--- src/rtl/apb_req_arbiter.sv ---
// Round-robin arbiter that serialises NUM_REQ requesters onto one APB slave port,
// sequencing SETUP/ACCESS with a saturating timeout and a one-cycle response pulse.
module apb_req_arbiter #(
    parameter int NUM_REQ    = 2,
    parameter int ADDR_WIDTH = 32,
    parameter int DATA_WIDTH = 32,
    parameter int TIMEOUT    = 16
) (
    input  logic                              clk,
    input  logic                              rst,
    input  logic [NUM_REQ-1:0]                req_valid,
    input  logic [NUM_REQ*ADDR_WIDTH-1:0]     req_addr,
    input  logic [NUM_REQ-1:0]                req_write,
    input  logic [NUM_REQ*DATA_WIDTH-1:0]     req_wdata,
    input  logic [NUM_REQ*(DATA_WIDTH/8)-1:0] req_strb,
    input  logic [NUM_REQ*4-1:0]              req_prot,
    output logic [NUM_REQ-1:0]                req_ready,
    output logic [NUM_REQ-1:0]                resp_valid,
    output logic [DATA_WIDTH-1:0]             resp_rdata,
    output logic                              resp_error,
    output logic [ADDR_WIDTH-1:0]             addr,
    output logic                              write,
    output logic [DATA_WIDTH-1:0]             wdata,
    output logic [DATA_WIDTH/8-1:0]           strb,
    output logic [3:0]                        prot,
    output logic                              sel,
    output logic                              enable,
    input  logic                              ready,
    input  logic [DATA_WIDTH-1:0]             rdata,
    input  logic                              slave_error,
    output logic                              timeout_err,
    output logic [1:0]                        state_dbg
);
    // Handshake: a request transfers in a cycle where req_valid[i] and req_ready[i]
    // are both high; req_ready is raised only in IDLE, only for the round-robin
    // winner, and each accepted request gets exactly one resp_valid[i] pulse later.
    localparam int STRB_W = DATA_WIDTH / 8;
    localparam int GW     = $clog2(NUM_REQ);
    localparam int CW     = $clog2(TIMEOUT + 1);
    localparam logic [CW-1:0]      CNT_LAST  = CW'(TIMEOUT - 1);
    localparam logic [CW-1:0]      CNT_MAX   = CW'(TIMEOUT);
    localparam logic [GW-1:0]      LAST_INIT = GW'(NUM_REQ - 1);
    localparam logic [NUM_REQ-1:0] ONE       = NUM_REQ'(1);

    // state_dbg encoding: 0=IDLE 1=SETUP 2=ACCESS 3=RESP
    typedef enum logic [1:0] {IDLE, SETUP, ACCESS, RESP} state_t;

    state_t state, state_nxt;

    logic [GW-1:0]         last_grant;
    logic [GW-1:0]         gnt_id;
    logic [GW-1:0]         winner;
    logic [GW-1:0]         cand;
    logic                  found;
    logic                  accept;
    logic                  timeout_hit;
    logic [CW-1:0]         cnt;
    logic [ADDR_WIDTH-1:0] win_addr;
    logic                  win_write;
    logic [DATA_WIDTH-1:0] win_wdata;
    logic [STRB_W-1:0]     win_strb;
    logic [3:0]            win_prot;

    // Search begins one past the last grant so every requester gets a turn.
    always_comb begin
        found  = 1'b0;
        winner = last_grant;
        cand   = '0;
        for (int k = 1; k <= NUM_REQ; k++) begin
            cand = GW'((int'(last_grant) + k) % NUM_REQ);
            if (!found && req_valid[cand]) begin
                found  = 1'b1;
                winner = cand;
            end
        end
    end

    always_comb begin
        win_addr  = '0;
        win_write = 1'b0;
        win_wdata = '0;
        win_strb  = '0;
        win_prot  = '0;
        for (int i = 0; i < NUM_REQ; i++) begin
            if (winner == GW'(i)) begin
                win_addr  = req_addr[i*ADDR_WIDTH +: ADDR_WIDTH];
                win_write = req_write[i];
                win_wdata = req_wdata[i*DATA_WIDTH +: DATA_WIDTH];
                win_strb  = req_strb[i*STRB_W +: STRB_W];
                win_prot  = req_prot[i*4 +: 4];
            end
        end
    end

    assign accept      = (state == IDLE) && found;
    assign timeout_hit = (state == ACCESS) && !ready && (cnt == CNT_LAST);
    assign req_ready   = (accept && !rst) ? (ONE << winner) : '0;
    assign resp_valid  = (state == RESP) ? (ONE << gnt_id) : '0;
    assign state_dbg   = state;

    always_ff @(posedge clk) begin
        if (rst) state <= IDLE;
        else     state <= state_nxt;
    end

    always_comb begin
        state_nxt = state;
        sel       = 1'b0;
        enable    = 1'b0;
        case (state)
            IDLE:   if (found) state_nxt = SETUP;
            SETUP: begin
                sel       = 1'b1;
                state_nxt = ACCESS;
            end
            ACCESS: begin
                sel    = 1'b1;
                enable = 1'b1;
                if (ready || timeout_hit) state_nxt = RESP;
            end
            RESP:    state_nxt = IDLE;
            default: state_nxt = IDLE;
        endcase
    end

    always_ff @(posedge clk) begin
        if (rst) begin
            addr        <= '0;
            write       <= 1'b0;
            wdata       <= '0;
            strb        <= '0;
            prot        <= '0;
            gnt_id      <= '0;
            last_grant  <= LAST_INIT;
            cnt         <= '0;
            resp_rdata  <= '0;
            resp_error  <= 1'b0;
            timeout_err <= 1'b0;
        end else begin
            timeout_err <= timeout_hit;
            if (accept) begin
                addr   <= win_addr;
                write  <= win_write;
                wdata  <= win_wdata;
                strb   <= win_strb;
                prot   <= win_prot;
                gnt_id <= winner;
                cnt    <= '0;
            end
            if (state == ACCESS) begin
                if (cnt != CNT_MAX) cnt <= cnt + CW'(1);
                // A ready in the final allowed cycle still wins over the timeout.
                if (ready) begin
                    resp_rdata <= write ? '0 : rdata;
                    resp_error <= slave_error;
                end else if (timeout_hit) begin
                    resp_rdata <= '0;
                    resp_error <= 1'b1;
                end
            end
            if (state == RESP) last_grant <= gnt_id;
        end
    end

endmodule
--- config.mk ---
export PLATFORM = sky130hd
export DESIGN_NAME = apb_req_arbiter
export DESIGN_NICKNAME = d
export VERILOG_FILES = /design/src/rtl/apb_req_arbiter.sv
export SDC_FILE = /design/constraint.sdc
export NUM_CORES = 1
export LEC_CHECK = 0
export ABC_AREA = 1
export CAP_MARGIN = 20
export CORE_UTILIZATION = 42
export DETAILED_ROUTE_END_ITERATION = 10
export PLACE_DENSITY = 0.84
export SLEW_MARGIN = 20
export SYNTH_ARGS = -nofsm -noshare
export SYNTH_HDL_FRONTEND = slang
export SYNTH_SLANG_ARGS = --single-unit
--- constraint.sdc ---
create_clock -name clk -period 2.51 [get_ports clk]
set_input_delay 0.502 -clock clk [delete_from_list [all_inputs] [get_ports clk]]
set_output_delay 0.502 -clock clk [all_outputs]
set_load 0.005 [all_outputs]
==> flow_metrics.py <==
metrics = {
    "cells_and_area": {
        "syn2layout_area_growth_pct": 65.8,
        "final_cell_mix": "nand2_1, clkdlybuf4s50_1, dfxtp_1",
        "layout.nets": 1296,
        "n_antenna_cell": 0,
        "drive_gt1_frac": 0.0439,
        "fillers": 1064,
        "final_common_cell": "nand2_1",
        "fin_util": 0.716,
    },
    "outcome": {
        "status": "finished clean",
    },
    "sta": {
        "tightest_slew_ns": 0.935,
        "finClkSkew_ns": 0.00515,
        "setup_viol_count_final": 0,
        "min_period_ns": 2.31,
        "hold_viol_final": 0,
        "drv_slew": 0,
        "rsz0062_at_grt": "false",
        "fmax_ghz": 0.433,
        "relSlewSlack": 0.376,
        "final.setup.tns_ns": 0,
        "fin_crit_sh": 0.920,
    },
    "setup_path": {
        "startpoint": "state_dbg[1]$_SDFFE_PP0P_",
        "worstSetupStartpointType": "flip-flop",
        "cp_top_family": "buffers and inverters",
        "r2r_start": "cnt[1]$_SDFF_PP0_",
        "critPathKind": "reg -> out",
        "worstPathArrival_ns": 1.81,
        "required_ns": 2.01,
        "cp_slowest_cell": "clkdlybuf4s50_1",
        "worstPathBufferInverterCount": 1,
        "max_stage_delay_ns": 0.58,
        "cp_cell_sequence": "ha_1, clkdlybuf4s50_1",
        "crit_path_end_kind": "output port",
        "crit_fanout": 9,
    },
    "power_and_ir_drop": {
        "ir_drop_mv": 0.409,
        "p_per_area_mw_per_mm2": 865,
        "leakagePower_nw": 4.15,
        "p_total_w": 0.00781,
    },
    "global_route": {
        "grt_use_total": 0.248,
        "grt_pass1_vias": 5555,
        "grt_max_degree": 88,
        "antenna_found_initial": 1,
        "grt_remaining_overflow": 0,
        "grt_pass1_wl_um": 25600,
    },
    "floorplan": {
        "die_w_um": 116,
        "die-area_mm2": 0.0134,
        "core.rowCount": 41,
        "io_pins": 299,
        "initial_core_util": 0.431,
        "die_h_um": 116,
        "coreArea_mm2": 0.0126,
    },
    "route": {
        "drc": 0,
        "drt_iter0_markers": 294,
        "vias": 6077,
        "ant_nets": 0,
        "via_per_inst": 4.71,
        "drt_wl_total_um": 16900,
        "drt_pass1_iterations": 6,
        "avgRoutedWirePerCell_um": 13.1,
    },
    "logic_synthesis": {
        "yosysWarningCount": 0,
        "yosys.cell_types.count": 22,
        "synth_nets": 1020,
        "postSynthAreaPerCell_um2": 6.56,
        "synth_area_mm2": 0.00545,
        "synthCells": 830,
        "yosysSeqAreaShare": 0.426,
        "synth.ff_latch_count": 116,
    },
    "place": {
        "port_buffers": 298,
        "place_congestion": 0.835,
        "dp_hpwl_um": 11800,
    },
    "cts": {
        "cts_tree": "yes",
        "cts-root-buf": "clkbuf_16",
        "clockBufferDepth": 2,
        "clk_pin_slew_ns": 0.05,
        "cts_htree_levels": 4,
        "cts.sinks": 116,
        "cts_buffers": 17,
        "clock_latency_ns": 0.40,
        "cts_hold_buf": 0,
    },
    "job": {
        "maxCapViolations": 0,
    },
    "min_path": {
        "worstHoldStart": "resp_rdata[11]$_SDFFE_PP0P_",
        "hold_path.class": "reg -> reg",
    },
}
## sequential cells by signal, indices dropped and copies added (netlist names), 2 cells and up
register	cells
prot	4
cnt	5
wdata	32
strb	4
resp_rdata	32
addr	32
state_dbg	2
## layout make-up
type	instances	area, um2	share of cell area
timing repair buffer	311	3110	0.344
multi-input combinational	593	2600	0.288
sequential	116	2320	0.257
clock buffer	26	509	0.0564
inverter	67	251	0.0279
tap	172	215	0.0238
clock inverter	4	22.5	0.00249
## path summary, 6_finish.rpt
kind | endpoint | slack [ns] | cells past startpoint
setup reg to reg | resp_rdata[20]$_SDFFE_PP0P_ | 0.80 | 8
hold reg to reg | resp_rdata[11]$_SDFFE_PP0P_ | 0.46 | 2
hold / removal | resp_rdata[11]$_SDFFE_PP0P_ | 0.46 | 2
setup / recovery | enable | 0.20 | 2
## worst register-to-register path, stage by stage (launching register included)
cell	delay [ns]
dfxtp_1	0.33
ha_1	0.21
nand2_1	0.07
nor2_1	0.04
ha_1	0.22
o21ai_4	0.20
buf_12	0.24
nand3b_1	0.16
a21oi_1	0.08
## cells in the mapped netlist (all sizes together)
| library cell | n | area share |
|---|---|---|
| a211oi | 1 | 0.0014 |
| a21oi | 38 | 0.035 |
| buf | 39 | 0.043 |
| clkbuf | 15 | 0.010 |
| dfxtp | 116 | 0.43 |
| ha | 6 | 0.014 |
| inv | 67 | 0.046 |
| nand2 | 317 | 0.22 |
| nand3 | 80 | 0.074 |
| nand3b | 33 | 0.045 |
| nand4 | 1 | 0.0011 |
| nor2 | 107 | 0.074 |
| nor3 | 3 | 0.0028 |
| o211ai | 1 | 0.0014 |
| o21ai | 4 | 0.0044 |
| xor2 | 2 | 0.0032 |
## metrics by stage
step                setup slack, ns  instance area, um2  hold slack [ns]  instances
floorplan                     0.865                5450            0.455        830
global placement             0.0863                8490            0.451       1259
detailed placement           0.0483                8490            0.456       1259
CTS                          0.0148                9020            0.439       1289
global route                  0.110                9030            0.461       1289
finish                        0.200                9030            0.461       1289
## power breakdown
part | internal (W) | switching [W] | leakage [nW]
Sequential | 0.00228 | 0.000229 | 0.952
Clock | 0.00137 | 0.000778 | 0.262
Combinational | 0.00158 | 0.00157 | 2.94
## routing by layer
metal	vias up	GRT usage	share of wire
met5	-	0	0.00077
met4	2	0.127	0.034
met3	44	0.0999	0.097
met2	251	0.426	0.48
met1	2674	0.261	0.38
li1	3106	-	-
## cells by family (layout without fill, tap and decap cells)
kind of cell,after synthesis,in the layout,share of synthesized area
compound gates,44,44,0.0420
xor+xnor,2,2,0.00322
fa+ha+maj,6,6,0.0138
buf+inv,121,408,0.0993
flops,116,116,0.426
simple gates,541,541,0.415
## repair_timing
action	in CTS	in global routing
endpoints found under the hold margin	0	0
buffers inserted	0	0
resized for setup	0	4
setup endpoints to repair	0	2
(Power assumes the default switching activity.)
